[src/rtl/cursor_controller.sv]
// cursor_controller: VT52 byte-stream command sequencer.
//
// Consumes received bytes over a valid/ready handshake, keeps the shadow
// cursor position (col,row), and issues one-cycle strobes that load the
// cursor_position registers and write the character buffer. Requests a
// screen scroll when the cursor would leave the bottom row and stalls input
// until the scroll is acknowledged.
//
// Optional feature macro: CURSOR_CTRL_DIRECT_ADDR_EN
//   defined     -> ESC Y <row+0x20> <col+0x20> direct addressing is built
//   not defined -> 'Y' after ESC is discarded like any unknown byte
//
// Ports:
//   px_clk           in   pixel clock, rising-edge active
//   clr_n            in   asynchronous active-low reset
//   in_data          in   received byte
//   in_valid         in   in_data valid
//   in_ready         out  byte accepted when in_valid & in_ready
//   new_cursor_x     out  shadow column (load value for cursor_position x)
//   new_cursor_y     out  shadow row (load value for cursor_position y)
//   write_cursor_pos out  one-cycle load strobe for both cursor registers
//   char_we          out  one-cycle character write strobe
//   char_data        out  character to write
//   char_col         out  write column
//   char_row         out  write row
//   scroll_req       out  scroll request, held until scroll_ack
//   scroll_ack       in   scroll done
module cursor_controller #(
  parameter int unsigned COL_BITS = 6,
  parameter int unsigned ROW_BITS = 4,
  parameter int unsigned LAST_COL = 63,
  parameter int unsigned LAST_ROW = 15
) (
  input  logic                px_clk,
  input  logic                clr_n,
  input  logic [7:0]          in_data,
  input  logic                in_valid,
  output logic                in_ready,
  output logic [COL_BITS-1:0] new_cursor_x,
  output logic [ROW_BITS-1:0] new_cursor_y,
  output logic                write_cursor_pos,
  output logic                char_we,
  output logic [7:0]          char_data,
  output logic [COL_BITS-1:0] char_col,
  output logic [ROW_BITS-1:0] char_row,
  output logic                scroll_req,
  input  logic                scroll_ack
);

  localparam logic [COL_BITS-1:0] LAST_COL_C = COL_BITS'(LAST_COL);
  localparam logic [ROW_BITS-1:0] LAST_ROW_C = ROW_BITS'(LAST_ROW);
  localparam logic [COL_BITS-1:0] COL_ONE    = COL_BITS'(1);
  localparam logic [ROW_BITS-1:0] ROW_ONE    = ROW_BITS'(1);

  localparam logic [7:0] CH_BS  = 8'h08;
  localparam logic [7:0] CH_LF  = 8'h0A;
  localparam logic [7:0] CH_CR  = 8'h0D;
  localparam logic [7:0] CH_ESC = 8'h1B;

`ifdef CURSOR_CTRL_DIRECT_ADDR_EN
  typedef enum logic [1:0] {
    ST_IDLE      = 2'd0,
    ST_ESC       = 2'd1,
    ST_ESC_Y_ROW = 2'd2,
    ST_ESC_Y_COL = 2'd3
  } state_e;
`else
  typedef enum logic [1:0] {
    ST_IDLE = 2'd0,
    ST_ESC  = 2'd1
  } state_e;
`endif

  state_e              state_q, state_d;
  logic [COL_BITS-1:0] col_q, col_d;
  logic [ROW_BITS-1:0] row_q, row_d;
  logic                wcp_q, wcp_d;
  logic                char_we_q, char_we_d;
  logic [7:0]          char_data_q, char_data_d;
  logic [COL_BITS-1:0] char_col_q, char_col_d;
  logic [ROW_BITS-1:0] char_row_q, char_row_d;
  logic                scroll_q, scroll_d;
`ifdef CURSOR_CTRL_DIRECT_ADDR_EN
  logic [7:0]          yrow_q, yrow_d;
`endif

  logic accept;
  assign accept = in_valid & ~scroll_q;

  // Next-state, position update and strobe generation
  always_comb begin
    state_d     = state_q;
    col_d       = col_q;
    row_d       = row_q;
    wcp_d       = 1'b0;
    char_we_d   = 1'b0;
    char_data_d = char_data_q;
    char_col_d  = char_col_q;
    char_row_d  = char_row_q;
    scroll_d    = scroll_q;
`ifdef CURSOR_CTRL_DIRECT_ADDR_EN
    yrow_d      = yrow_q;
`endif

    // Ack only matters while a request is outstanding
    if (scroll_q && scroll_ack) begin
      scroll_d = 1'b0;
    end

    // accept implies scroll_q==0, so setting scroll_d below cannot race the ack
    if (accept) begin
      unique case (state_q)
        ST_IDLE: begin
          if (in_data >= 8'h20 && in_data <= 8'h7E) begin
            char_we_d   = 1'b1;
            char_data_d = in_data;
            char_col_d  = col_q;
            char_row_d  = row_q;
            wcp_d       = 1'b1;
            if (col_q < LAST_COL_C) begin
              col_d = col_q + COL_ONE;
            end else begin
              col_d = '0;
              if (row_q < LAST_ROW_C) row_d = row_q + ROW_ONE;
              else                    scroll_d = 1'b1;
            end
          end else begin
            unique case (in_data)
              CH_CR: begin
                col_d = '0;
                wcp_d = 1'b1;
              end
              CH_LF: begin
                wcp_d = 1'b1;
                if (row_q < LAST_ROW_C) row_d = row_q + ROW_ONE;
                else                    scroll_d = 1'b1;
              end
              CH_BS: begin
                wcp_d = 1'b1;
                if (col_q != '0) col_d = col_q - COL_ONE;
              end
              CH_ESC:  state_d = ST_ESC;
              default: ;
            endcase
          end
        end

        ST_ESC: begin
          state_d = ST_IDLE;
          unique case (in_data)
            8'h41: begin  // 'A' up
              wcp_d = 1'b1;
              if (row_q != '0) row_d = row_q - ROW_ONE;
            end
            8'h42: begin  // 'B' down, no scroll
              wcp_d = 1'b1;
              if (row_q < LAST_ROW_C) row_d = row_q + ROW_ONE;
            end
            8'h43: begin  // 'C' right
              wcp_d = 1'b1;
              if (col_q < LAST_COL_C) col_d = col_q + COL_ONE;
            end
            8'h44: begin  // 'D' left
              wcp_d = 1'b1;
              if (col_q != '0) col_d = col_q - COL_ONE;
            end
            8'h48: begin  // 'H' home
              wcp_d = 1'b1;
              col_d = '0;
              row_d = '0;
            end
`ifdef CURSOR_CTRL_DIRECT_ADDR_EN
            8'h59: state_d = ST_ESC_Y_ROW;  // 'Y'
`endif
            CH_ESC:  state_d = ST_ESC;
            default: ;
          endcase
        end

`ifdef CURSOR_CTRL_DIRECT_ADDR_EN
        // Keep the raw row byte; range check happens with the column byte
        ST_ESC_Y_ROW: begin
          yrow_d  = in_data;
          state_d = ST_ESC_Y_COL;
        end

        // Each axis updates independently, only when its value is in range
        ST_ESC_Y_COL: begin
          wcp_d   = 1'b1;
          state_d = ST_IDLE;
          if (yrow_q >= 8'h20 && (yrow_q - 8'h20) <= 8'(LAST_ROW)) begin
            row_d = ROW_BITS'(yrow_q - 8'h20);
          end
          if (in_data >= 8'h20 && (in_data - 8'h20) <= 8'(LAST_COL)) begin
            col_d = COL_BITS'(in_data - 8'h20);
          end
        end
`endif

        default: state_d = ST_IDLE;
      endcase
    end
  end

  // State and output registers
  always_ff @(posedge px_clk or negedge clr_n) begin
    if (!clr_n) begin
      state_q     <= ST_IDLE;
      col_q       <= '0;
      row_q       <= '0;
      wcp_q       <= 1'b0;
      char_we_q   <= 1'b0;
      char_data_q <= '0;
      char_col_q  <= '0;
      char_row_q  <= '0;
      scroll_q    <= 1'b0;
`ifdef CURSOR_CTRL_DIRECT_ADDR_EN
      yrow_q      <= '0;
`endif
    end else begin
      state_q     <= state_d;
      col_q       <= col_d;
      row_q       <= row_d;
      wcp_q       <= wcp_d;
      char_we_q   <= char_we_d;
      char_data_q <= char_data_d;
      char_col_q  <= char_col_d;
      char_row_q  <= char_row_d;
      scroll_q    <= scroll_d;
`ifdef CURSOR_CTRL_DIRECT_ADDR_EN
      yrow_q      <= yrow_d;
`endif
    end
  end

  assign in_ready         = ~scroll_q;
  assign new_cursor_x     = col_q;
  assign new_cursor_y     = row_q;
  assign write_cursor_pos = wcp_q;
  assign char_we          = char_we_q;
  assign char_data        = char_data_q;
  assign char_col         = char_col_q;
  assign char_row         = char_row_q;
  assign scroll_req       = scroll_q;

endmodule

[config.mk]
export PLATFORM = sky130hd
export DESIGN_NAME = cursor_controller
export DESIGN_NICKNAME = d
export VERILOG_FILES = /design/src/rtl/cursor_controller.sv
export SDC_FILE = /design/constraint.sdc
export NUM_CORES = 1
export LEC_CHECK = 0
export CAP_MARGIN = 30
export CORE_MARGIN = 4
export CORE_UTILIZATION = 27
export DETAILED_ROUTE_END_ITERATION = 16
export PLACE_DENSITY = 0.53
export SKIP_CTS_REPAIR_TIMING = 1
export SLEW_MARGIN = 20
export SYNTH_ARGS = -nofsm -noshare
export SYNTH_HDL_FRONTEND = slang
export SYNTH_SLANG_ARGS = --single-unit
[constraint.sdc]
create_clock -name px_clk -period 2.5 [get_ports px_clk]
set_clock_uncertainty 0.1 [all_clocks]
set_input_delay 0.5 -clock px_clk [delete_from_list [all_inputs] [get_ports px_clk]]
set_output_delay 0.5 -clock px_clk [all_outputs]
set_load 0.02 [all_outputs]
# Word-level counts from Yosys, hierarchy flattened
# Cells that the tools add are included.
[word_totals] register_bits=33 wordCells=83
[classes] add_sub_neg=4 order_cmp=4 n_eq_ne=19 n_mux=33 bitwise_logic=2 reduce_logical=12
[ops] op="equality test 8 x 7 -> 1 bit (second input constant)" n=5
[ops] op="equality test 8 x 4 -> 1 bit (second input constant)" n=3
[ops] op="2-to-1 mux 6 bit" n=4
[ops] op="one-hot mux 6 bit (2 select lines)" n=2
[ops] op="2-to-1 mux 4 bit" n=5
[ops] op="one-hot mux 6 bit (3 select lines)" n=1
[ops] op="2-to-1 mux 1 bit" n=15
[ops] op="one-hot mux 4 bit (3 select lines)" n=1
[ops] op="!= test 3 bit (second input constant)" n=3
[ops] op="equality test 8 x 5 -> 1 bit (second input constant)" n=1
[ops] op="greater-or-equal comparator 8 x 6 -> 1 bit (second input constant)" n=1
[ops] op="<= comparator 8 x 7 -> 1 bit (second input constant)" n=1
[ops] op="!= test 4 x 2 -> 1 bit (second input constant)" n=2
[ops] op="one-hot mux 4 bit (2 select lines)" n=1
[ops] op="adder 6 x 1 -> 6 bit (second input constant)" n=1
[ops] op="less-than comparator 6 bit (second input constant)" n=1
[ops] op="AND reduction 3 bit" n=2
[ops] op="AND reduction 6 bit" n=1
[ops] op="nonzero test 6 bit" n=1
[ops] op="subtractor 6 x 1 -> 6 bit (second input constant)" n=1
[ops] op="AND reduction 5 bit" n=1
[ops] op="OR reduction 5 bit" n=1
[ops] op="adder 4 x 1 -> 4 bit (second input constant)" n=1
[ops] op="less-than comparator 4 bit (second input constant)" n=1
[ops] op="other kinds (15)" n=18

# Longest topological paths before layout
# Gate-level depths: netlist of the first run.
[logic_depth] depth_word=7 ltp_mapped=7 depth_no_buf=7

# Worst setup path after synthesis of the first run
# OpenSTA, ideal clock, no wires.
[synth_path] path_type="input -> register" startpoint="input in_data[2]" endpoint="register row_q[0] (netlist: new_cursor_y[0])" setup_time_ns=0.121 t_arrival_ns=2.359 t_required_ns=2.279 setup_slack_ns=-0.080 cell_stages=7 n_path_buf=2 cell_sequence="buf_6 > or4_1 > buf_2 > or2_4 > a222oi_1 > o211ai_1 > a22o_1"
[synth_via] elab_chain_len=4 elab_cells_between_ends=15 cone_classes="order compare: 2; eq/ne: 8; mux: 3; reduce/logical: 2"
[synth_rtl] item="start, declared" line_no="36" source="input logic [7:0] in_data,"
[synth_rtl] item="greater-or-equal comparator 8 x 6 -> 1 bit or <= comparator 8 x 7 -> 1 bit (tied branches)" line_no="114" source="if (in_data >= 8'h20 && in_data <= 8'h7E) begin"
[synth_rtl] item="logical AND 1 bit" line_no="114"
[synth_rtl] item="!= test 3 bit (no source line), or another cell as far along"
[synth_rtl] item="AND reduction 6 bit (no source line) or one-hot mux 4 bit (2 select lines) (tied branches)"
[synth_rtl] item="end signal, assigned" line_no="223" source="row_q <= row_d;"
[synth_rtl] item="end, declared" line_no="76" source="logic [ROW_BITS-1:0] row_q, row_d;"
# Parallel ways exist; a longest one is shown, timed or not.
# A chain may end at the register's enable or synchronous reset.

# Final worst setup path of the first run
[layout_path] startpoint="input in_data[6]" endpoint="register col_q[3] (netlist: new_cursor_x[3])"
[layout_via] elab_chain_len=4 elab_cells_between_ends=16 cone_classes="order compare: 2; eq/ne: 8; mux: 4; reduce/logical: 2"
[layout_rtl] item="greater-or-equal comparator 8 x 6 -> 1 bit, or another cell as far along" line_no="114"
[layout_rtl] item="logical AND 1 bit or one-hot mux 6 bit (2 select lines) (tied branches)" line_no="114, 128"
[layout_rtl] item="!= test 4 x 2 -> 1 bit (no source line) or 2-to-1 mux 6 bit (tied branches)"
[layout_rtl] item="AND reduction 5 bit (no source line) or one-hot mux 6 bit (2 select lines) (tied branches)"
[layout_rtl] item="end signal, assigned" line_no="222" source="col_q <= col_d;"
[layout_rtl] item="end, declared" line_no="75" source="logic [COL_BITS-1:0] col_q, col_d;"
# Parallel ways exist; a longest one is shown, timed or not.

==> results of run 1 <==
-- critical path: stages --
cell             delay [ps]
clkdlybuf4s50_1         460
buf_4                   180
buf_4                   130
nor4b_1                 240
o211ai_1                170
buf_4                   180
nor2_1                  200
a221oi_1                120
a211oi_1                260
-- state kept, by name (all words and copies together) (netlist names) --
name and flops:
char_data 8, char_col 6, new_cursor_x 6, char_row 4, new_cursor_y 4, char_we 1, scroll_req 1, state_q 1
write_cursor_pos 1
-- power groups by stage --
stage	sequential (mW)	combinational (mW)	clock, mW
after floorplan	0.862	0.385	0
after global placement	0.716	0.994	0
after detailed placement	0.722	0.994	0
after CTS	0.711	0.999	0.577
after global routing	0.728	1.09	0.592
final	0.708	0.991	0.561
-- layer usage --
layer  vias up  wire, µm  GRT usage (%)
met5         -         0              0
met4         0       128           5.78
met3        16       351           2.96
met2        67      2620           21.8
met1       917      2700           19.0
li1        977         -              -
-- cell families after synthesis --
family,after synthesis
AO/OA/AOI/OAI,68
XOR/XNOR,3
adder cells (fa/ha/maj),6
buffers and inverters,29
flip-flops,32
multiplexers,9
AND/OR/NAND/NOR,69
-- how the worst max path moves through the flow --
stage          slack [ps]  startpoint         endpoint  depth (start not counted)
6_report              150  in_data[6]  new_cursor_x[3]                          9
3_3_place_gp         -310  in_data[7]  new_cursor_x[4]                          7
4_1_cts              -100  in_data[7]  new_cursor_x[5]                          7
5_1_grt                50  in_data[6]  new_cursor_x[3]                          9
3_5_place_dp         -400  in_data[7]  new_cursor_x[5]                          7
2_1_floorplan          70  in_data[2]  new_cursor_y[1]                          7
-- cell usage in the layout (no fill, tap or decap), types with 5 or more instances in the layout --
cell,netlist,routed
inv_1,14,14
nand3_1,10,10
o21ai_0,17,17
a21oi_1,9,9
mux2_2,8,8
nor2_1,7,7
nand2_1,15,15
clkdlybuf4s50_1,0,38
ha_1,6,6
dlymetal6s2s_1,0,5
nand2b_1,7,7
dfrtp_1,32,32
buf_4,0,51
nor3_1,7,7
clkbuf_8,0,7
-- layout make-up --
type	count	area share, %
clock buffers	7	3.17
clock inverters	1	0.988
inverters	14	1.73
multi-input cells	155	36.5
flip-flops and latches	32	26.3
well taps	99	4.07
repair buffers	94	27.2
-- through the flow --
| step | setup TNS (ps) | power [mW] | cell area [µm²] | instances |
|---|---|---|---|---|
| floorplan | 0 | 1.25 | 2000 | 216 |
| global placement | -4700 | 1.71 | 2870 | 394 |
| detailed placement | -5240 | 1.72 | 2870 | 394 |
| CTS | -237 | 2.29 | 3000 | 402 |
| global route | 0 | 2.41 | 3040 | 402 |
| finish | 0 | 2.26 | 3040 | 402 |
==> reports/metrics.yaml, run 1 <==
timing:
  period_share_pct: 93.8
  finalSetupViolations: 0
  whs_ps: 379
  finalHoldViolations: 0
  tightest_slew_ps: 626
  maxSlewViolCount: 0
  rsz0062_at_grt: "false"
  worst_slack_ps: 154
  fmax_mhz: 426
  slew_headroom_pct: 57.8
  final.min_clock_period_ps: 2350
global_routing:
  grt_pass1_vias: 2000
  grt_max_degree: 33
  grt.overflow.total: 0
  antenna_found_initial: 0
  grtUsageTotal_pct: 14.1
  grt_pass1_wl_um: 9830
run:
  max_cap_violations: 0
layout:
  nFillCells: 748
  syn_to_final_growth_pct: 53.0
  fin_nets: 320
  final_util_pct: 42.1
  multi_input_comb_area_um2: 1110
  n_antenna_cell: 0
  regArea_um2: 801
  drive_gt1_share_pct: 25.7
cts:
  cts_tree: "done"
  clock-sinks: 32
  clock_latency_ps: 290
  cts_inserted_buffers: 5
  htree_levels: 2
  clockBufferDepth: 2
  cts_root_buf: "clkbuf_8"
  path_clk_slew_ps: 70
route:
  drc: 0
  drt_first_pass_iters: 4
  viasPerCell: 4.92
  routed-via-count: 1977
  drt_iter0_drc: 97
  wl_um: 5800
  wl_per_cell_um: 14.4
  antenna_left: 0
synth:
  yosys.area_share.simple_pct: 19.6
  synthArstFlopShare_pct: 100
  yosysTopAreaCellShare_pct: 40.3
  synth_top_family_by_area: "compound AO/OA/AOI/OAI gates"
  synth_xor_area_share_pct: 1.32
  synth_compound_area_share_pct: 24.1
  synth_most_common_cell: "dfrtp_1"
  netlist_instances: 216
  synthesis.area_um2: 1990
  yosys_warnings: 0
  synth-adder-area-share_pct: 3.78
  yosys.area.top_type: "dfrtp_1"
  avgSynthCellArea_um2: 9.20
  synth_nets: 234
  ys_ff_latch: 32
  muxShareOfSynthArea_pct: 5.04
  synth_ff_type: "dfrtp_1"
  synthTopCellsByCount: "dfrtp_1 (32), o21ai_0 (17), nand2_1 (15)"
  synth.distinct_cells: 55
  synthTopCellsByArea: "dfrtp_1 (40%), mux2_2 (4.5%), o21ai_0 (4.3%), ha_1 (3.8%), nand2_1 (2.8%)"
  synth_edf_count: 0
  ys_seq_area_share_pct: 40.3
critical_path:
  reg2reg_from: "new_cursor_y[1]"
  path_max_fanout: 5
  crit_required_ps: 2600
  crit_type: "in -> reg"
  regToRegEndpoint: "new_cursor_y[2]"
  reg2reg_depth: 7
  reg2reg_slack_ps: 370
  arrival_ps: 2440
  critPathLaunchType: "primary input"
  crit_path_end_kind: "register"
floorplanning:
  core_area_um2: 7210
  std_cell_rows: 31
  die-area_um2: 8800
  die_w_um: 93.8
  initial_utilization_pct: 27.5
  die_y_um: 93.8
  ioPinCount: 44
placement:
  io_buffers: 43
  hpwl_um: 4400
  gp_congestion: 0.831
  pre_cts_slack_ps: -397
worst_hold_path:
  hp-start: "char_row[0]"
  min_path_cells: 2
  hold_path.class: "reg -> reg"
  worstHoldEndpoint: "char_row[0]"
pwr:
  intPower_mw: 1.47
  swShare_pct: 34.8
  share_comb_of_total_power_pct: 43.8
  seq_power_share_pct: 31.3
  pwr-share-clk_pct: 24.8
  p_per_area_nw_per_um2: 743
  ir_drop_v: 0.000328
  p_sw_uw: 787
  leakage_nw: 1.31
outcome:
  status: "finished, final reports clean"
Power figures use the tool's default switching activity.
==> inputs of run 2 (changes only) <==
--- a/config.mk
+++ b/config.mk
@@ -9,7 +9,7 @@
 export CORE_MARGIN = 4
 export CORE_UTILIZATION = 27
 export DETAILED_ROUTE_END_ITERATION = 16
-export PLACE_DENSITY = 0.53
+export PLACE_DENSITY = 0.55
 export SKIP_CTS_REPAIR_TIMING = 1
 export SLEW_MARGIN = 20
 export SYNTH_ARGS = -nofsm -noshare
==> constraint.sdc (replaced) <==
create_clock -name px_clk -period 1.9 [get_ports px_clk]
set_clock_uncertainty 0.1 [all_clocks]
set_input_delay 0.38 -clock px_clk [delete_from_list [all_inputs] [get_ports px_clk]]
set_output_delay 0.38 -clock px_clk [all_outputs]
set_load 0.02 [all_outputs]
==> reports/metrics.yaml, run 2 (synthesis results as in run 1) <==
critical_path:
  critPathMaxStageDelay_ps: 530
  critPathLaunchType: "primary input"
  critical-path-top-delay-family: "compound AO/OA/AOI/OAI gates"
  cp_slowest_cell: "or4_4"
  critPathBufInv: 2
  crit_path_end_kind: "register"
  reg2reg_depth: 6
  arrival_ps: 2210
  cp_cell_sequence: "buf_6 > or4_4 > buf_4 > a2111oi_4 > o32a_4 > a21oi_1 > a211oi_1"
  cp.depth: 7
  path_max_fanout: 4
  crit_type: "in -> reg"
  crit_required_ps: 1970
pwr:
  p_per_area_nw_per_um2: 937
  p_sw_mw: 1.09
  share_comb_of_total_power_pct: 48.3
  seq_power_share_pct: 29.4
  swShare_pct: 35.7
  pwr-share-clk_pct: 22.3
  intPower_mw: 1.97
  leakage_nw: 1.56
  ir_drop_v: 0.000296
floorplanning:
  die-area_um2: 8800
  die_y_um: 93.8
  core_area_um2: 7210
  die_w_um: 93.8
  ioPinCount: 44
  initial_utilization_pct: 27.5
  std_cell_rows: 31
cts:
  clock_latency_ps: 300
  clockBufferDepth: 2
  path_clk_slew_ps: 70
  cts_tree: "done"
  cts_inserted_buffers: 5
  cts_root_buf: "clkbuf_8"
  htree_levels: 2
  clock-sinks: 32
timing:
  worst_slack_ps: -243
  final.min_clock_period_ps: 2140
  slew_headroom_pct: 70.6
  fmax_mhz: 467
  finalSetupViolations: 10
  period_share_pct: 113
  setup_tns_ps: -1510
  finalHoldViolations: 0
  maxSlewViolCount: 0
  tightest_slew_ps: 430
  rsz0062_at_grt: "true"
route:
  viasPerCell: 4.91
  wl_per_cell_um: 14.4
  wl_um: 6040
  drt_iter0_drc: 78
  antenna_left: 0
  drc: 0
  drt_first_pass_iters: 5
  routed-via-count: 2056
global_routing:
  grt_pass1_wl_um: 9810
  grt_pass1_vias: 1995
  grt_max_degree: 33
  grtUsageTotal_pct: 14.1
  antenna_found_initial: 0
  grt.overflow.total: 0
placement:
  post-place-cells: 409
  hpwl_um: 4450
  placed_cell_area_um2: 2980
  pre_cts_slack_ps: -852
  gp_congestion: 0.847
  io_buffers: 43
layout:
  fin_nets: 337
  largest_reg_flops: 8
  final_util_pct: 45.3
  nFillCells: 733
  drive_gt1_share_pct: 35.0
  final_common_cell: "buf_4"
  design_area_um2: 3270
  syn_to_final_growth_pct: 64.5
  fin_cells: 419
  n_antenna_cell: 0
  layout_common_cells: "buf_4 (66), dfrtp_1 (31), clkdlybuf4s50_1 (24)"
run:
  max_cap_violations: 0
worst_hold_path:
  hold_path.class: "in -> reg"
  min_path_cells: 3
outcome:
  violations: "setup timing"
  status: "finished with violations"
-- run 2: changes by cell type in the layout (fill, tap and decap cells not counted), moves of 2 or more --
cell / change
a211oi_1: -3
a2111oi_2: +2
clkbuf_8: -2
clkbuf_2: +3
a211oi_2: +3
buf_4: +15
o21ai_0: -2
a2111oi_0: -2
clkdlybuf4s50_1: -14
buf_6: +3
dlymetal6s2s_1: +10
-- run 2: cell type report --
cell class,instances,area (µm²),share of cell area (%)
clock buffer,5,68.8,2.10
tap,99,124,3.79
inverter,14,52.6,1.61
timing repair buffer,111,972,29.7
sequential,32,802,24.5
multi-input combinational,155,1210,36.9
clock inverter,3,42.5,1.30
-- run 2: power by group through the flow --
stage,sequential [mW],clock (mW),combinational (mW)
after detailed placement,0.917,0,1.47
after global placement,0.909,0,1.46
after global routing,0.924,0.725,1.62
after CTS,0.904,0.698,1.47
final,0.900,0.684,1.48
after floorplan,1.13,0,0.507
-- run 2: worst paths after layout --
check                                start  slack, ps              end
min in group asynchronous            clr_n        380  new_cursor_x[0]
max in group asynchronous            clr_n        990  new_cursor_x[5]
setup / recovery                in_data[5]       -240  new_cursor_x[2]
hold / removal                  in_data[5]        340     char_data[5]
hold reg to reg                char_row[0]        380      char_row[0]
setup reg to reg           new_cursor_x[0]       -180  new_cursor_x[2]
-- run 2: tightest hold or removal path, stage by stage --
cell,delay (ps)
buf_6,70
buf_4,120
mux2_2,140
-- run 2: through the flow --
step	power, mW	hold WS [ps]
after CTS	3.08	388
after global placement	2.37	362
after global routing	3.27	352
after floorplan	1.64	-15.6
after detailed placement	2.38	370
final	3.06	344
-- run 2: layer usage --
| layer | global-route usage (%) | share of wire, % | vias up |
|---|---|---|---|
| li1 | - | - | 1016 |
| met1 | 19.4 | 46 | 985 |
| met2 | 21.9 | 47 | 49 |
| met3 | 3.04 | 5.1 | 6 |
| met4 | 4.45 | 1.2 | 0 |
| met5 | 0 | 0 | - |
